File: src/rtl/rx_data_path_if.sv
`default_nettype none
// ============================================================================
// Module   : rx_data_path_if
// Brief    : Host-side handshake and status bundle for the receive datapath.
// Revision : 1.0 - initial release
// ============================================================================
interface rx_data_path_if #(
    parameter int WIDTH = 32
);
    localparam int CNT_W = $clog2(WIDTH);

    logic             StartRX;
    logic             ShiftRX;
    logic             RXIn;
    logic             RXFlush;
    logic             RXRead;
    logic             ClearOvf;
    logic [WIDTH-1:0] RXOut;
    logic             RXValid;
    logic             RXBuff0Full;
    logic             RXBuff1Full;
    logic             wrSel;
    logic             rdSel;
    logic [CNT_W-1:0] bitCount;
    logic             overflow;

    modport master (
        output StartRX, ShiftRX, RXIn, RXFlush, RXRead, ClearOvf,
        input  RXOut, RXValid, RXBuff0Full, RXBuff1Full, wrSel, rdSel,
               bitCount, overflow
    );

    modport slave (
        input  StartRX, ShiftRX, RXIn, RXFlush, RXRead, ClearOvf,
        output RXOut, RXValid, RXBuff0Full, RXBuff1Full, wrSel, rdSel,
               bitCount, overflow
    );
endinterface
`default_nettype wire

File: src/rtl/rx_data_path.sv
`default_nettype none
// ============================================================================
// Module   : rx_data_path
// Brief    : Serial-to-parallel receiver with ping-pong word buffers,
//            valid/read handshake and sticky overflow flag.
// Revision : 1.0 - initial release
// ============================================================================
module rx_data_path #(
    parameter int WIDTH     = 32,
    parameter int MSB_FIRST = 1
) (
    input  wire logic     clk,
    input  wire logic     reset,
    rx_data_path_if.slave bus
);
    localparam int CNT_W = $clog2(WIDTH);
    localparam logic [CNT_W-1:0] c_last_bit = CNT_W'(WIDTH - 1);

    logic [WIDTH-1:0] r_buf [2];
    logic [1:0]       r_full;
    logic             r_wr_sel;
    logic             r_rd_sel;
    logic [CNT_W-1:0] r_bit_cnt;
    logic             r_overflow;

    logic [WIDTH-1:0] w_cur;
    logic [WIDTH-1:0] w_shifted;
    logic             w_shift_req;
    logic             w_accept;
    logic             w_complete;
    logic             w_drop;
    logic             w_read;
    logic [1:0]       w_full_nxt;

    assign w_cur       = r_buf[r_wr_sel];
    assign w_shift_req = bus.StartRX & bus.ShiftRX;
    // A flush wins over a same-cycle strobe, so the strobe is simply not accepted.
    assign w_accept    = w_shift_req & ~r_full[r_wr_sel] & ~bus.RXFlush;
    assign w_complete  = w_accept & (r_bit_cnt == c_last_bit);
    assign w_drop      = w_shift_req & r_full[r_wr_sel];
    assign w_read      = bus.RXRead & r_full[r_rd_sel];

    if (MSB_FIRST != 0) begin : g_msb_first
        assign w_shifted = {w_cur[WIDTH-2:0], bus.RXIn};
    end else begin : g_lsb_first
        assign w_shifted = {bus.RXIn, w_cur[WIDTH-1:1]};
    end

    // Read and completion always target different buffers, so set and clear never collide.
    assign w_full_nxt[0] = (r_full[0] & ~(w_read & ~r_rd_sel)) | (w_complete & ~r_wr_sel);
    assign w_full_nxt[1] = (r_full[1] & ~(w_read &  r_rd_sel)) | (w_complete &  r_wr_sel);

    always_ff @(posedge clk) begin
        if (reset) begin
            for (int i = 0; i < 2; i++) begin
                r_buf[i] <= '0;
            end
            r_full     <= 2'b00;
            r_wr_sel   <= 1'b0;
            r_rd_sel   <= 1'b0;
            r_bit_cnt  <= '0;
            r_overflow <= 1'b0;
        end else begin
            if (bus.RXFlush) begin
                r_bit_cnt       <= '0;
                r_buf[r_wr_sel] <= '0;
            end else if (w_accept) begin
                r_buf[r_wr_sel] <= w_shifted;
                if (w_complete) begin
                    r_bit_cnt <= '0;
                    r_wr_sel  <= ~r_wr_sel;
                end else begin
                    r_bit_cnt <= r_bit_cnt + CNT_W'(1);
                end
            end

            r_full <= w_full_nxt;

            if (w_read) begin
                r_rd_sel <= ~r_rd_sel;
            end

            if (w_drop) begin
                r_overflow <= 1'b1;
            end else if (bus.ClearOvf) begin
                r_overflow <= 1'b0;
            end
        end
    end

    assign bus.RXOut       = r_buf[r_rd_sel];
    assign bus.RXValid     = r_full[r_rd_sel];
    assign bus.RXBuff0Full = r_full[0];
    assign bus.RXBuff1Full = r_full[1];
    assign bus.wrSel       = r_wr_sel;
    assign bus.rdSel       = r_rd_sel;
    assign bus.bitCount    = r_bit_cnt;
    assign bus.overflow    = r_overflow;

endmodule
`default_nettype wire

File: src/flat_wrapper.sv
// flat-port wrapper written by rule: the top's interface ports become plain ports
module rx_data_path_flat 
#(
    parameter int WIDTH     = 32,
    parameter int MSB_FIRST = 1
)
  (clk, reset, bus_StartRX, bus_ShiftRX, bus_RXIn, bus_RXFlush, bus_RXRead, bus_ClearOvf, bus_RXOut, bus_RXValid, bus_RXBuff0Full, bus_RXBuff1Full, bus_wrSel, bus_rdSel, bus_bitCount, bus_overflow);
  rx_data_path_if #(.WIDTH(WIDTH)) bus_i ();
  input  wire logic clk;
  input  wire logic reset;
  input wire logic [$bits(bus_i.StartRX)-1:0] bus_StartRX;
  input wire logic [$bits(bus_i.ShiftRX)-1:0] bus_ShiftRX;
  input wire logic [$bits(bus_i.RXIn)-1:0] bus_RXIn;
  input wire logic [$bits(bus_i.RXFlush)-1:0] bus_RXFlush;
  input wire logic [$bits(bus_i.RXRead)-1:0] bus_RXRead;
  input wire logic [$bits(bus_i.ClearOvf)-1:0] bus_ClearOvf;
  output wire logic [$bits(bus_i.RXOut)-1:0] bus_RXOut;
  output wire logic [$bits(bus_i.RXValid)-1:0] bus_RXValid;
  output wire logic [$bits(bus_i.RXBuff0Full)-1:0] bus_RXBuff0Full;
  output wire logic [$bits(bus_i.RXBuff1Full)-1:0] bus_RXBuff1Full;
  output wire logic [$bits(bus_i.wrSel)-1:0] bus_wrSel;
  output wire logic [$bits(bus_i.rdSel)-1:0] bus_rdSel;
  output wire logic [$bits(bus_i.bitCount)-1:0] bus_bitCount;
  output wire logic [$bits(bus_i.overflow)-1:0] bus_overflow;
  assign bus_i.StartRX = bus_StartRX;
  assign bus_i.ShiftRX = bus_ShiftRX;
  assign bus_i.RXIn = bus_RXIn;
  assign bus_i.RXFlush = bus_RXFlush;
  assign bus_i.RXRead = bus_RXRead;
  assign bus_i.ClearOvf = bus_ClearOvf;
  assign bus_RXOut = bus_i.RXOut;
  assign bus_RXValid = bus_i.RXValid;
  assign bus_RXBuff0Full = bus_i.RXBuff0Full;
  assign bus_RXBuff1Full = bus_i.RXBuff1Full;
  assign bus_wrSel = bus_i.wrSel;
  assign bus_rdSel = bus_i.rdSel;
  assign bus_bitCount = bus_i.bitCount;
  assign bus_overflow = bus_i.overflow;
  rx_data_path #(.WIDTH(WIDTH), .MSB_FIRST(MSB_FIRST)) u_core (.clk(clk), .reset(reset), .bus(bus_i));
endmodule
File: config.mk
export PLATFORM = sky130hd
export DESIGN_NAME = rx_data_path_flat
export DESIGN_NICKNAME = d
export VERILOG_FILES = /design/src/rtl/rx_data_path_if.sv /design/src/rtl/rx_data_path.sv /design/src/flat_wrapper.sv
export SDC_FILE = /design/constraint.sdc
export NUM_CORES = 1
export LEC_CHECK = 0
export ABC_CLOCK_PERIOD_IN_PS = 3000
export CAP_MARGIN = 5
export CORE_MARGIN = 5
export CORE_UTILIZATION = 49
export CTS_CLUSTER_DIAMETER = 120
export DETAILED_ROUTE_END_ITERATION = 6
export GPL_ROUTABILITY_DRIVEN = 0
export PLACE_DENSITY = 0.81
export SLEW_MARGIN = 20
export SYNTH_ARGS = -nofsm -noshare
export SYNTH_HDL_FRONTEND = slang
export SYNTH_SLANG_ARGS = --single-unit
File: constraint.sdc
create_clock -name clk -period 3 [get_ports clk]
set_input_delay 0.45 -clock clk [delete_from_list [all_inputs] [get_ports clk]]
set_output_delay 0.45 -clock clk [all_outputs]
set_load 0.005 [all_outputs]
==> flow_summary.yaml, run 1 <==
layout:
  layout.nets: 337
  antennaDiodeCount: 0
  drive_above_1_share_pct: 19.4
  final_cell_count_no_fill: 429
  area_growth_pct: 21.4
critical_path:
  path_buf_inv: 2
  cpPeakStageDelay_ps: 630
  crit_path_end_kind: "output port"
  critPathArrivalTime_ps: 2050
  crit_slowest_cell: "dfxtp_1"
  crit_path_max_fanout: 24
  cp.required_ps: 2550
  path_cells: "buf_12 -> mux2_2 -> clkdlybuf4s50_1"
  crit_type: "reg -> out"
  critPathTopFamily: "buffers and inverters"
  critPathLaunchType: "register"
timing:
  final.setup.worst_slack_ps: 498
  fmax_mhz: 400
  relSlewSlack_pct: 52.7
  tns_ps: 0
  drv_slew: 0
  finClkSkew_ps: 8.63
  fin_crit_sh_pct: 83.4
  hold_violations: 0
  rsz0062_at_grt: "no"
  final-setup-viol-count: 0
  min_period_ps: 2500
  tightest_slew_ps: 709
  hold_ws_ps: 506
pwr:
  ir_drop_mv: 0.233
  power_density_nw_per_um2: 454
  leakage_nw: 1.45
  power_mw: 1.97
die:
  fp.coreArea_um2: 7180
  rows: 31
  io_pins: 51
  start_util_pct: 49.9
  fp.dieH_um: 95.5
  die_w_um: 95.5
  die_area_um2: 9120
detailed_routing:
  wl_um: 6790
  vias_per_cell: 5.31
  drc_errors: 0
  drt-initial-drc-count: 96
  via_count: 2276
  wl_per_cell_um: 15.8
  first_pass_iters: 6
  detail-route-antenna-nets: 0
synthesis:
  yosysSeqAreaShare_pct: 60.3
  synth_most_common_cell: "edfxtp_1"
  syn_area_per_cell_um2: 13.0
  synth_common_cells: "64 x edfxtp_1, 57 x nor2_1, 32 x mux2_2, 32 x mux2i_1, 12 x dfxtp_1"
  yosys_register_bits: 76
  synth_nets: 288
  synth-main-ff-cell: "edfxtp_1"
  synth_area_leaders: "edfxtp_1 54%, mux2_2 10%, mux2i_1 8.9%"
  synth_cell_types: 38
  synth_top_area_share_pct: 53.6
  syn-cell-area_um2: 3580
  async_flop_share_pct: 0
  yosys.area.top_type: "edfxtp_1"
  syn-instance-count: 276
  synth_edf_count: 64
  yosys_warnings: 0
grt:
  grt_pass1_wl_um: 11100
  track_usage_pct: 16.1
  grt_antenna_before_repair: 0
  grt-ovfl-total: 0
  grt_max_degree: 34
  first_global_vias: 2309
placement:
  io_buffer_count: 50
  dp_slack_ps: 553
  dp.cells: 413
  place_hpwl_um: 4320
clock_tree:
  clockRootBuffer: "clkbuf_8"
  clk_latency_ps: 340
  clk_pin_slew_ps: 70
  postCtsSetupBuffers: 0
  hold_buffers: 0
  cts_sinks: 76
  cts.htree.levels: 3
  clock_path_buffers: 2
  cts_made_buffers: 9
  cts_tree: "yes"
  ctsResizeCount: 0
min_path:
  min_path_type: "reg -> reg"
run:
  maxCapViolations: 0
status:
  status: "completed"
[cells in the final DEF, fill, tap and decap left out, drive strengths merged, types with 2 or more instances in the layout]
cell type	Yosys	routed
o21bai	2	2
nand2	2	2
nand4	4	4
inv	5	5
clkinv	1	5
buf	13	5
o21ai	5	5
a21oi	7	7
mux2	33	33
nor2	68	68
ha	4	4
clkbuf	4	12
dfxtp	12	12
mux2i	32	32
edfxtp	64	64
clkdlybuf4s50	0	50
o22ai	2	2
or4	2	2
o31ai	2	2
[final cells by class]
type / instances / area (um^2)
Fill cell: 564 / 2830
Sequential cell: 76 / 2160
Multi-Input combinational cell: 177 / 1310
Timing Repair Buffer: 55 / 576
Clock buffer: 12 / 135
Tap cell: 99 / 124
Inverter: 6 / 22.5
Clock inverter: 4 / 16.3
[where the power goes]
part	internal (mW)	switching, mW	total [mW]	leakage [nW]
sequential	1.18	0.0174	1.20	0.787
combinational	0.0806	0.0666	0.147	0.587
clock	0.292	0.339	0.631	0.0769
total	1.55	0.423	1.97	1.45
[registers in the layout (all words and copies together), names as in the netlist, named ones only]
register and flops:
u_core.bus.bitCount 5, u_core.bus.overflow 1, u_core.bus.rdSel 1, u_core.bus.wrSel 1, u_core.r_buf 64, u_core.r_full 2
[cell families (layout without fill, tap and decap cells)]
family                     Yosys count  after routing  synth area share, %
buffers and inverters               23             77                 3.63
and+or+nand+nor                     86             86                 11.5
adders and majority gates            4              4                 1.40
muxes                               65             65                 19.4
DFF                                 76             76                 60.3
AOI/OAI and AO/OA                   22             22                 3.77
[worst register-to-register path, stage by stage, from the launching register on]
cell      delay, ps
dfxtp_1         510
mux2i_1         470
a21oi_1         250
o21bai_4        470
buf_12          250
[routing by layer]
layer / vias to the layer above / global-route usage [%] / wire length (um)
met5: - / 0 / 0
met4: 0 / 6.04 / 102
met3: 8 / 4.03 / 335
li1: 1101 / - / -
met1: 1111 / 20.4 / 3070
met2: 56 / 26.6 / 3280
[worst paths after layout]
check	depth (start not counted)	slack (ps)	to	start
max	3	500	bus_RXOut[29]	register
min	2	510	u_core.bus.overflow	u_core.bus.overflow
max reg2reg	4	770	u_core.r_buf[1][26]	u_core.bus.wrSel
min reg2reg	2	510	u_core.bus.overflow	u_core.bus.overflow
[metrics by stage]
stage	instance area (um^2)	util (%)
2_1_floorplan	3580	-
6_report	4350	60.6
5_1_grt	4350	60.6
3_3_place_gp	4200	58.5
4_1_cts	4350	60.6
3_5_place_dp	4200	58.5
Power figures use the tool's default switching activity.
==> run 2, diff against run 1 <==
ABC_CLOCK_PERIOD_IN_PS = 2150   (was 3000)
clock period = 2.15 ns   (was 3 ns; I/O delays follow)
==> run 2 against run 1 <==
Non-clock buffer count rose by 8. Die area did not move. Clock power rose by 77%. Clock skew fell by 1.5 ps. Global-route usage rose by 0.26 points. Sequential share of layout area fell by 1.8 points. Combinational power rose by 45%. Critical path depth did not move. Register-to-register slack got worse by 490 ps. Sequential cell count did not move. Via count fell by 0.22%.
==> flow_summary.yaml, run 2 (same netlist as run 1, synthesis figures left out) <==
detailed_routing:
  detail-route-antenna-nets: 0
  vias_per_cell: 5.20
  drt-initial-drc-count: 101
  via_count: 2271
  drc_errors: 0
  first_pass_iters: 4
  wl_per_cell_um: 15.7
  wl_um: 6880
clock_tree:
  clk_latency_ps: 350
  clockRootBuffer: "clkbuf_8"
  cts_tree: "yes"
  clk_pin_slew_ps: 70
  cts_made_buffers: 9
  clock_path_buffers: 2
  cts.htree.levels: 3
  cts_sinks: 76
  postCtsSetupBuffers: 0
min_path:
  min_from: "u_core.bus.overflow"
  min_path_type: "reg -> reg"
  holdPathStages: 2
  min_to: "u_core.bus.overflow"
layout:
  antennaDiodeCount: 0
  fin_area_um2: 4520
  drive_above_1_share_pct: 23.4
  largest_reg_flops: 64
  final_cell_mix: "64 x edfxtp_1, 57 x nor2_1, 50 x clkdlybuf4s50_1"
  largest-register: "u_core.r_buf"
  area_growth_pct: 26.1
  layout.nets: 345
  finish.utilization_pct: 63.0
  layout_commonest_cell: "edfxtp_1"
pwr:
  comb_power_share_pct: 7.1
  p_seq_share_pct: 55.6
  power_density_nw_per_um2: 665
  p_clk_share_pct: 37.3
  p_int_mw: 2.38
  p_sw_share_pct: 20.7
  p_sw_mw: 0.622
  ir_drop_mv: 0.290
  leakage_nw: 1.54
status:
  status: "completed"
timing:
  hold_ws_ps: 511
  relSlewSlack_pct: 67.9
  final-setup-viol-count: 0
  fmax_mhz: 483
  tightest_slew_ps: 482
  min_period_ps: 2070
  fin_crit_sh_pct: 96.4
  rsz0062_at_grt: "no"
  drv_slew: 0
  finClkSkew_ps: 7.16
  hold_violations: 0
critical_path:
  crit_slowest_cell: "clkdlybuf4s50_1"
  crit_path_max_fanout: 16
  crit_type: "reg -> out"
  r2r_start: "u_core.bus.wrSel"
  rr_worst_depth: 3
  critPathLaunchType: "register"
  crit_path_end_kind: "output port"
  cp.required_ps: 1830
  critPathTopFamily: "buffers and inverters"
  r2r-end: "u_core.r_buf[1][4]"
  cpPeakStageDelay_ps: 450
  critPathArrivalTime_ps: 1750
  path_buf_inv: 2
  path_cells: "clkbuf_16 -> mux2_2 -> clkdlybuf4s50_1"
  r2r_slack_ps: 280
die:
  rows: 31
  start_util_pct: 49.9
  die_area_um2: 9120
  io_pins: 51
  die_w_um: 95.5
  fp.coreArea_um2: 7180
  fp.dieH_um: 95.5
placement:
  io_buffer_count: 50
  placed_cell_area_um2: 4280
  place_hpwl_um: 4420
grt:
  grt_antenna_before_repair: 0
  first_global_vias: 2401
  grt_pass1_wl_um: 11200
  grt-ovfl-total: 0
  track_usage_pct: 16.3
  grt_max_degree: 36
run:
  maxCapViolations: 0
==> run 2: worst max path at each step <==
stage / startpoint / endpoint / slack [ps] / cells after the start
3_5_place_dp: bus_RXFlush / u_core.r_buf[0][12] / 150 / 5
3_3_place_gp: bus_RXFlush / u_core.r_buf[0][13] / 160 / 5
2_1_floorplan: u_core.bus.wrSel / u_core.r_buf[0][0] / -90 / 3
6_report: register / bus_RXOut[23] / 80 / 3
4_1_cts: register / bus_RXOut[27] / 1 / 3
5_1_grt: register / bus_RXOut[0] / 9 / 3
==> run 2: timing repair <==
action,CTS,global route
hold buffers,0,0
endpoints found under the setup margin,0,11
gates resized for setup,0,1
==> run 2: area by class of cell <==
cell class | instances | area, um^2
inverter | 6 | 22.5
clock inverter | 2 | 11.3
timing repair buffer | 63 | 678
clock buffer | 14 | 204
sequential | 76 | 2160
fill | 543 | 2660
tap | 99 | 124
multi-input combinational | 177 | 1310
==> run 2: power groups by stage <==
stage	Clock, mW	Sequential, mW	Combinational (mW)
after floorplan	0	1.70	0.0958
after global placement	0	1.70	0.214
after detailed placement	0	1.70	0.218
after CTS	1.15	1.67	0.219
after global routing	1.21	1.68	0.232
final	1.12	1.67	0.213
==> run 2: metal layers <==
layer	GRT usage [%]	vias to the layer above	wire (um)
met3	4.81	9	352
met1	19.8	1092	3000
met4	7.11	0	93
met2	27.1	57	3440
li1	-	1113	-
met5	0	-	0
==> run 2: metrics by stage <==
stage	std cells	worst slack [ps]	TNS (ps)	total power [mW]
after global routing	437	9.08	0	3.12
final	437	78.1	0	3.00
after detailed placement	420	150	0	1.92
after floorplan	276	-93.8	-6000	1.79
after CTS	436	1.26	0	3.04
after global placement	420	158	0	1.91
==> run 2: worst register-to-register path: stages, from the launching register on <==
cell     delay (ps)
dfxtp_1         520
mux2_4          390
or3_4           600
nor2_1          220
==> run 3, diff against run 2 <==
SLEW_MARGIN = unset   (was 20)
==> results of run 3 <==
No change in the layout: final DEF, timing and power equal those of run 2.
